===== src/rtl/m_dmem_pkg.sv =====
// Shared definitions for the M-stage data-memory controller.
// Memop codes, FSM states, byte-enable constants and lane helpers.
package m_dmem_pkg;

  typedef enum logic [3:0] {
    MEMOP_NONE = 4'd0,
    MEMOP_LW   = 4'd1,
    MEMOP_LH   = 4'd2,
    MEMOP_LHU  = 4'd3,
    MEMOP_LB   = 4'd4,
    MEMOP_LBU  = 4'd5,
    MEMOP_SW   = 4'd6,
    MEMOP_SH   = 4'd7,
    MEMOP_SB   = 4'd8
  } memop_e;

  typedef enum logic [1:0] {
    ST_IDLE = 2'd0,
    ST_BUSY = 2'd1,
    ST_DONE = 2'd2
  } state_e;

  localparam logic [3:0] BE_WORD    = 4'b1111;
  localparam logic [3:0] BE_HALF_LO = 4'b0011;
  localparam logic [3:0] BE_HALF_HI = 4'b1100;
  localparam logic [3:0] BE_BYTE0   = 4'b0001;

  function automatic logic op_valid(logic [3:0] op);
    return (op >= 4'd1) && (op <= 4'd8);
  endfunction

  function automatic logic is_store(logic [3:0] op);
    return (op == MEMOP_SW) || (op == MEMOP_SH) ||
           (op == MEMOP_SB);
  endfunction

  function automatic logic is_word(logic [3:0] op);
    return (op == MEMOP_LW) || (op == MEMOP_SW);
  endfunction

  function automatic logic is_half(logic [3:0] op);
    return (op == MEMOP_LH) || (op == MEMOP_LHU) ||
           (op == MEMOP_SH);
  endfunction

  function automatic logic [3:0] byte_en(
    logic [3:0] op,
    logic [1:0] off
  );
    logic [3:0] be;
    be = BE_BYTE0 << off;
    if (is_word(op))
      be = BE_WORD;
    else if (is_half(op))
      be = off[1] ? BE_HALF_HI : BE_HALF_LO;
    return be;
  endfunction

endpackage


===== src/rtl/m_dmem_ext.sv =====
// Load lane select plus sign/zero extension.
// Ports: op (memop), off (addr[1:0]), word (bus word) -> res.
module m_dmem_ext
  import m_dmem_pkg::*;
(
  input  logic [3:0]  op,
  input  logic [1:0]  off,
  input  logic [31:0] word,
  output logic [31:0] res
);

  logic [7:0]  b;
  logic [15:0] h;

  always_comb begin
    b   = word[{off, 3'b000} +: 8];
    h   = off[1] ? word[31:16] : word[15:0];
    res = word;
    unique case (1'b1)
      op == MEMOP_LB:  res = {{24{b[7]}}, b};
      op == MEMOP_LBU: res = {24'b0, b};
      op == MEMOP_LH:  res = {{16{h[15]}}, h};
      op == MEMOP_LHU: res = {16'b0, h};
      default:         res = word;
    endcase
  end

endmodule


===== src/rtl/m_dmem_ctrl.sv =====
// M-stage data-memory controller: req/ack bus, stall, load extend.
// Ports: clk, reset (sync, active-low), M_memop/M_ALUResult/M_RD2 in,
// M_RDM/M_stall/addr_exc out, bus_req/we/addr/be/wdata/err out,
// bus_ack/bus_rdata in. Option macro: M_DMEM_ALIGN_CHECK_EN.
module m_dmem_ctrl
  import m_dmem_pkg::*;
#(
  parameter int ACK_TIMEOUT = 255,
  parameter int TO_W        = 8
) (
  input  logic        clk,
  input  logic        reset,
  input  logic [3:0]  M_memop,
  input  logic [31:0] M_ALUResult,
  input  logic [31:0] M_RD2,
  output logic [31:0] M_RDM,
  output logic        M_stall,
  output logic        addr_exc,
  output logic        bus_req,
  output logic        bus_we,
  output logic [31:0] bus_addr,
  output logic [3:0]  bus_be,
  output logic [31:0] bus_wdata,
  input  logic        bus_ack,
  input  logic [31:0] bus_rdata,
  output logic        bus_err
);

  localparam logic [TO_W-1:0] TO_LIM =
    TO_W'(ACK_TIMEOUT - 1);

  state_e          state_q, state_d;
  logic [TO_W-1:0] cnt_q, cnt_d;
  logic [3:0]      op_q, op_d;
  logic [1:0]      off_q, off_d;
  logic            req_q, req_d;
  logic            we_q, we_d;
  logic [31:0]     addr_q, addr_d;
  logic [3:0]      be_q, be_d;
  logic [31:0]     wdata_q, wdata_d;
  logic            err_q, err_d;
  logic [31:0]     rdm_q, rdm_d;

  logic [31:0] a_al;
  logic [31:0] lanes;
  logic [31:0] ld_res;
  logic        allowed;
  logic        exc;

  m_dmem_ext u_ext (
    .op   (op_q),
    .off  (off_q),
    .word (bus_rdata),
    .res  (ld_res)
  );

  // Natural alignment; in the checked build only aligned ops get here.
  always_comb begin
    a_al = M_ALUResult;
    if (is_word(M_memop))
      a_al[1:0] = 2'b00;
    else if (is_half(M_memop))
      a_al[0] = 1'b0;
  end

  always_comb begin
    lanes = 32'b0;
    unique case (1'b1)
      M_memop == MEMOP_SB: lanes = {4{M_RD2[7:0]}};
      M_memop == MEMOP_SH: lanes = {2{M_RD2[15:0]}};
      M_memop == MEMOP_SW: lanes = M_RD2;
      default:             lanes = 32'b0;
    endcase
  end

`ifdef M_DMEM_ALIGN_CHECK_EN
  logic mis;
  always_comb begin
    mis = (is_word(M_memop) && (M_ALUResult[1:0] != 2'b00)) ||
          (is_half(M_memop) && M_ALUResult[0]);
    allowed = op_valid(M_memop) && !mis;
    exc     = op_valid(M_memop) && mis;
  end
`else
  always_comb begin
    allowed = op_valid(M_memop);
    exc     = 1'b0;
  end
`endif

  always_comb begin
    state_d  = state_q;
    cnt_d    = cnt_q;
    op_d     = op_q;
    off_d    = off_q;
    req_d    = req_q;
    we_d     = we_q;
    addr_d   = addr_q;
    be_d     = be_q;
    wdata_d  = wdata_q;
    err_d    = 1'b0;
    rdm_d    = rdm_q;
    M_stall  = 1'b0;
    addr_exc = 1'b0;
    unique case (state_q)
      ST_IDLE: begin
        addr_exc = reset && exc;
        if (allowed) begin
          M_stall = 1'b1;
          state_d = ST_BUSY;
          cnt_d   = '0;
          op_d    = M_memop;
          off_d   = a_al[1:0];
          req_d   = 1'b1;
          we_d    = is_store(M_memop);
          addr_d  = {a_al[31:2], 2'b00};
          be_d    = byte_en(M_memop, a_al[1:0]);
          wdata_d = lanes;
        end
      end
      ST_BUSY: begin
        M_stall = 1'b1;
        // Ack wins over a timeout landing in the same cycle.
        if (bus_ack) begin
          req_d   = 1'b0;
          state_d = ST_DONE;
          if (!is_store(op_q))
            rdm_d = ld_res;
        end else if (cnt_q == TO_LIM) begin
          req_d   = 1'b0;
          err_d   = 1'b1;
          rdm_d   = 32'b0;
          state_d = ST_DONE;
        end else begin
          cnt_d = cnt_q + 1'b1;
        end
      end
      ST_DONE: state_d = ST_IDLE;
      default: state_d = ST_IDLE;
    endcase
  end

  always_ff @(posedge clk) begin
    if (!reset) begin
      state_q <= ST_IDLE;
      cnt_q   <= '0;
      op_q    <= 4'b0;
      off_q   <= 2'b0;
      req_q   <= 1'b0;
      we_q    <= 1'b0;
      addr_q  <= 32'b0;
      be_q    <= 4'b0;
      wdata_q <= 32'b0;
      err_q   <= 1'b0;
      rdm_q   <= 32'b0;
    end else begin
      state_q <= state_d;
      cnt_q   <= cnt_d;
      op_q    <= op_d;
      off_q   <= off_d;
      req_q   <= req_d;
      we_q    <= we_d;
      addr_q  <= addr_d;
      be_q    <= be_d;
      wdata_q <= wdata_d;
      err_q   <= err_d;
      rdm_q   <= rdm_d;
    end
  end

  assign M_RDM     = rdm_q;
  assign bus_req   = req_q;
  assign bus_we    = we_q;
  assign bus_addr  = addr_q;
  assign bus_be    = be_q;
  assign bus_wdata = wdata_q;
  assign bus_err   = err_q;

endmodule


===== config.mk =====
export PLATFORM = sky130hd
export DESIGN_NAME = m_dmem_ctrl
export DESIGN_NICKNAME = d
export VERILOG_FILES = /design/src/rtl/m_dmem_pkg.sv /design/src/rtl/m_dmem_ext.sv /design/src/rtl/m_dmem_ctrl.sv
export SDC_FILE = /design/constraint.sdc
export NUM_CORES = 1
export LEC_CHECK = 0
export CAP_MARGIN = 20
export CORE_ASPECT_RATIO = 0.6
export CORE_UTILIZATION = 40
export DETAILED_ROUTE_END_ITERATION = 8
export GPL_TIMING_DRIVEN = 0
export PLACE_DENSITY = 0.76
export SETUP_SLACK_MARGIN = 0.5
export SYNTH_ARGS = -nofsm -noshare
export SYNTH_HDL_FRONTEND = slang
export SYNTH_SLANG_ARGS = --single-unit
export TNS_END_PERCENT = 100

===== constraint.sdc =====
create_clock -name clk -period 1.7 [get_ports clk]
set_input_delay 0.34 -clock clk [delete_from_list [all_inputs] [get_ports clk]]
set_output_delay 0.34 -clock clk [all_outputs]
set_load 0.02 [all_outputs]

==> metrics.yaml <==
drt:
  remaining_antenna_violation_count_after_routing: 0
  viasPerCell: 6.52
  detailed_router_iteration_count_before_antenna_repair: 6
  drc: 0
  wl_per_cell_um: 26.2
  drt-initial-drc-count: 965
  routed-via-count: 7608
  drt_wl_total_mm: 30.5
min_path:
  holdCritStartpoint: "M_memop[2]"
  min_delay_worst_endpoint: "op_q[2]$_SDFFE_PN0P_"
  timing.hold.worst_path_depth: 2
  hp-class: "in -> reg"
synthesis:
  synthesis.instances: 654
  synth.area.top_cells: "sky130_fd_sc_hd__dfxtp_1, sky130_fd_sc_hd__nand2_1, sky130_fd_sc_hd__a21oi_1"
  yosysTopAreaCell: "sky130_fd_sc_hd__dfxtp_1"
  yosysTopAreaCellShare_pct: 42.2
  synth-seq-area-share_pct: 42.2
  ys.warnings.count: 0
  postSynth.topFlopCell: "sky130_fd_sc_hd__dfxtp_1"
  synth-edff-count: 0
  synth_area_mm2: 0.00554
  ys_types: 59
  syn-mean-instance-area_um2: 8.48
  synthArstFlopShare_pct: 0
  synth.ff_latch_count: 117
floorplanning:
  initial_core_util_pct: 42.1
  fp.dieArea_mm2: 0.0143
  rows: 32
  core_region_area_mm2: 0.0132
  die_y_um: 93.2
  floorplan.io_pins: 208
  chipWidth_um: 154
pwr:
  power.static_leakage_nw: 4.60
  power_density_mw_per_mm2: 833
  total_power_mw: 9.22
  ir_worst_vdd_v: 0.000582
timing:
  timing.setup.tns_ns: -5.91
  maxSlewHeadroom_pct: 42.4
  min_period_over_period_pct: 113
  final.setup_skew_ns: 0.00689
  max_clock_freq_ghz: 0.520
  timing.final.max_slew_violations: 0
  grt_setup_unrepaired: "yes"
  finalSetupViolCount: 84
  layout_min_cycle_time_ns: 1.92
  final_critical_path_setup_slack_ns: -0.222
  final-hold-violation-count: 0
  worst-slew-pin-transition_ns: 0.864
placement:
  place.detailed.hpwl_mm: 15.2
  globalplace.congestion: 0.977
  post-place-ws_ns: -0.932
  number_of_port_buffers: 200
  dpl.cell_count: 1026
clocking:
  cts-root-to-sink-buffers: 2
  cts_hold_buffers: 0
  htree_levels: 4
  cts_tree: "done"
  clk_pin_slew_worst_paths_ns: 0.06
  worst_skew_pair.late_latency_ns: 0.42
  cts_made_buffers: 17
  root_buffer: "sky130_fd_sc_hd__clkbuf_16"
  cts.sinks: 117
cells_and_area:
  layout.cells.most_common_list: "sky130_fd_sc_hd__buf_6, sky130_fd_sc_hd__dfxtp_2, sky130_fd_sc_hd__clkdlybuf4s50_1, sky130_fd_sc_hd__buf_4, sky130_fd_sc_hd__nand2_1"
  final-instance-count-excl-fill: 1166
  layout_commonest_cell: "sky130_fd_sc_hd__buf_6"
  layout-drive-gt1-share_pct: 59.2
  area_growth_pct: 99.6
  final_net_count: 1084
setup_path:
  regToRegSetupSlack_ns: -0.22
  critical_path.startpoint_type: "flop"
  cp_data_arrival_time_ns: 2.21
  path_class: "reg -> reg"
  worst_r2r_path_depth: 6
  worst_setup_path_end_kind: "flop"
  reg2reg_from: "off_q[1]$_SDFFE_PN0P_"
  crit_required_ns: 1.99
  r2r_end: "M_RDM[7]$_SDFFE_PN0P_"
  path_max_fanout: 10
  worst_setup_path_startpoint: "off_q[1]$_SDFFE_PN0P_"
global_route:
  grt_first_pass_wirelength_mm: 34.1
  via_count_of_the_first_global_routing_pass: 6229
  track_usage_pct: 30.8
  globalRouteOverflowTotal: 0
  grt_start_max_net_pins: 17
  antenna_found_initial: 2
run:
  drv_cap: 0
status:
  run_status: "finished, violations left"
  failed_checks: "setup timing"
sequential cells by signal, summed over array words and instances, names as in the netlist:
signal,count
M_RDM,32
bus_we,1
bus_err,1
cnt_q,8
bus_be,4
state_q,2
op_q,4
bus_addr,30
off_q,2
bus_wdata,32
bus_req,1
stage by stage:
stage / area, um^2 / hold WS, ns / util (%)
2_1_floorplan: 5710 / 0.451 / -
6_report: 11100 / 0.257 / 84.0
5_1_grt: 11100 / 0.252 / 84.0
3_5_place_dp: 7920 / 0.439 / 60.2
4_1_cts: 9560 / 0.220 / 72.5
3_3_place_gp: 7920 / 0.431 / 60.2
layer usage:
metal | global-route usage, % | routed length (um)
met1 | 42.5 | 11300
met2 | 47.7 | 13000
met3 | 6.26 | 4090
met4 | 10.9 | 2120
met5 | 0 | 0
repair_timing:
action | in CTS | in global routing
gates resized for setup | 819 | 245
setup endpoints to repair | 219 | 218
buffers inserted | 38 | 51
gates cloned | 3 | 12
pin swaps | 25 | 87
cells in the mapped netlist, types with 9 or more instances:
master	instances
sky130_fd_sc_hd__a21oi_1	62
sky130_fd_sc_hd__nor2_1	22
sky130_fd_sc_hd__buf_2	20
sky130_fd_sc_hd__and2_1	20
sky130_fd_sc_hd__dfxtp_1	117
sky130_fd_sc_hd__mux2i_1	12
sky130_fd_sc_hd__o221ai_1	11
sky130_fd_sc_hd__a22oi_1	16
sky130_fd_sc_hd__inv_1	9
sky130_fd_sc_hd__o22ai_1	9
sky130_fd_sc_hd__a32o_1	18
sky130_fd_sc_hd__nand2_1	125
sky130_fd_sc_hd__o21ai_1	25
sky130_fd_sc_hd__nor2b_1	12
sky130_fd_sc_hd__o21ai_0	21
sky130_fd_sc_hd__clkbuf_1	28
sky130_fd_sc_hd__a21o_1	18
cells by family (layout without fill, tap and decap cells):
| group | Yosys count | after routing | synth area share, % |
|---|---|---|---|
| other cells | 1 | 7 | 0.0676 |
| mux | 20 | 20 | 3.99 |
| simple gates | 213 | 214 | 17.9 |
| buf+inv | 68 | 403 | 5.87 |
| fa+ha+maj | 2 | 2 | 0.451 |
| flops | 117 | 117 | 42.2 |
| compound gates | 231 | 231 | 29.1 |
| xor+xnor | 2 | 2 | 0.316 |
final cells by class:
cell class                 count  area (um^2)
clock inverter                13          150
tap                          170          213
buffer                        58          577
clock buffer                  19          443
sequential                   117         2500
timing repair buffer         303         3180
multi-input combinational    472         3960
inverter                      10         40.0
antenna                        4         10.0
fill                         609         2100
critical path, stage by stage (launching register included):
cell and delay, ns:
sky130_fd_sc_hd__dfxtp_1 0.42, sky130_fd_sc_hd__buf_6 0.19, sky130_fd_sc_hd__buf_6 0.18, sky130_fd_sc_hd__mux2i_2 0.27, sky130_fd_sc_hd__o311ai_0 0.23, sky130_fd_sc_hd__a221oi_2 0.35, sky130_fd_sc_hd__o22ai_2 0.15
worst max path at each step:
stage,end
3_5_place_dp,M_stall
2_1_floorplan,cnt_q[4]$_SDFFE_PN0P_
5_1_grt,M_RDM[7]$_SDFFE_PN0P_
4_1_cts,M_RDM[23]$_SDFFE_PN0P_
6_report,M_RDM[7]$_SDFFE_PN0P_
3_3_place_gp,M_stall
report_power, final:
group / switching (mW) / total (mW) / internal, mW
combinational: 1.32 / 2.53 / 1.21
clock: 1.48 / 3.70 / 2.22
sequential: 0.112 / 2.99 / 2.88
total: 2.91 / 9.22 / 6.31
(Power assumes the default switching activity.)
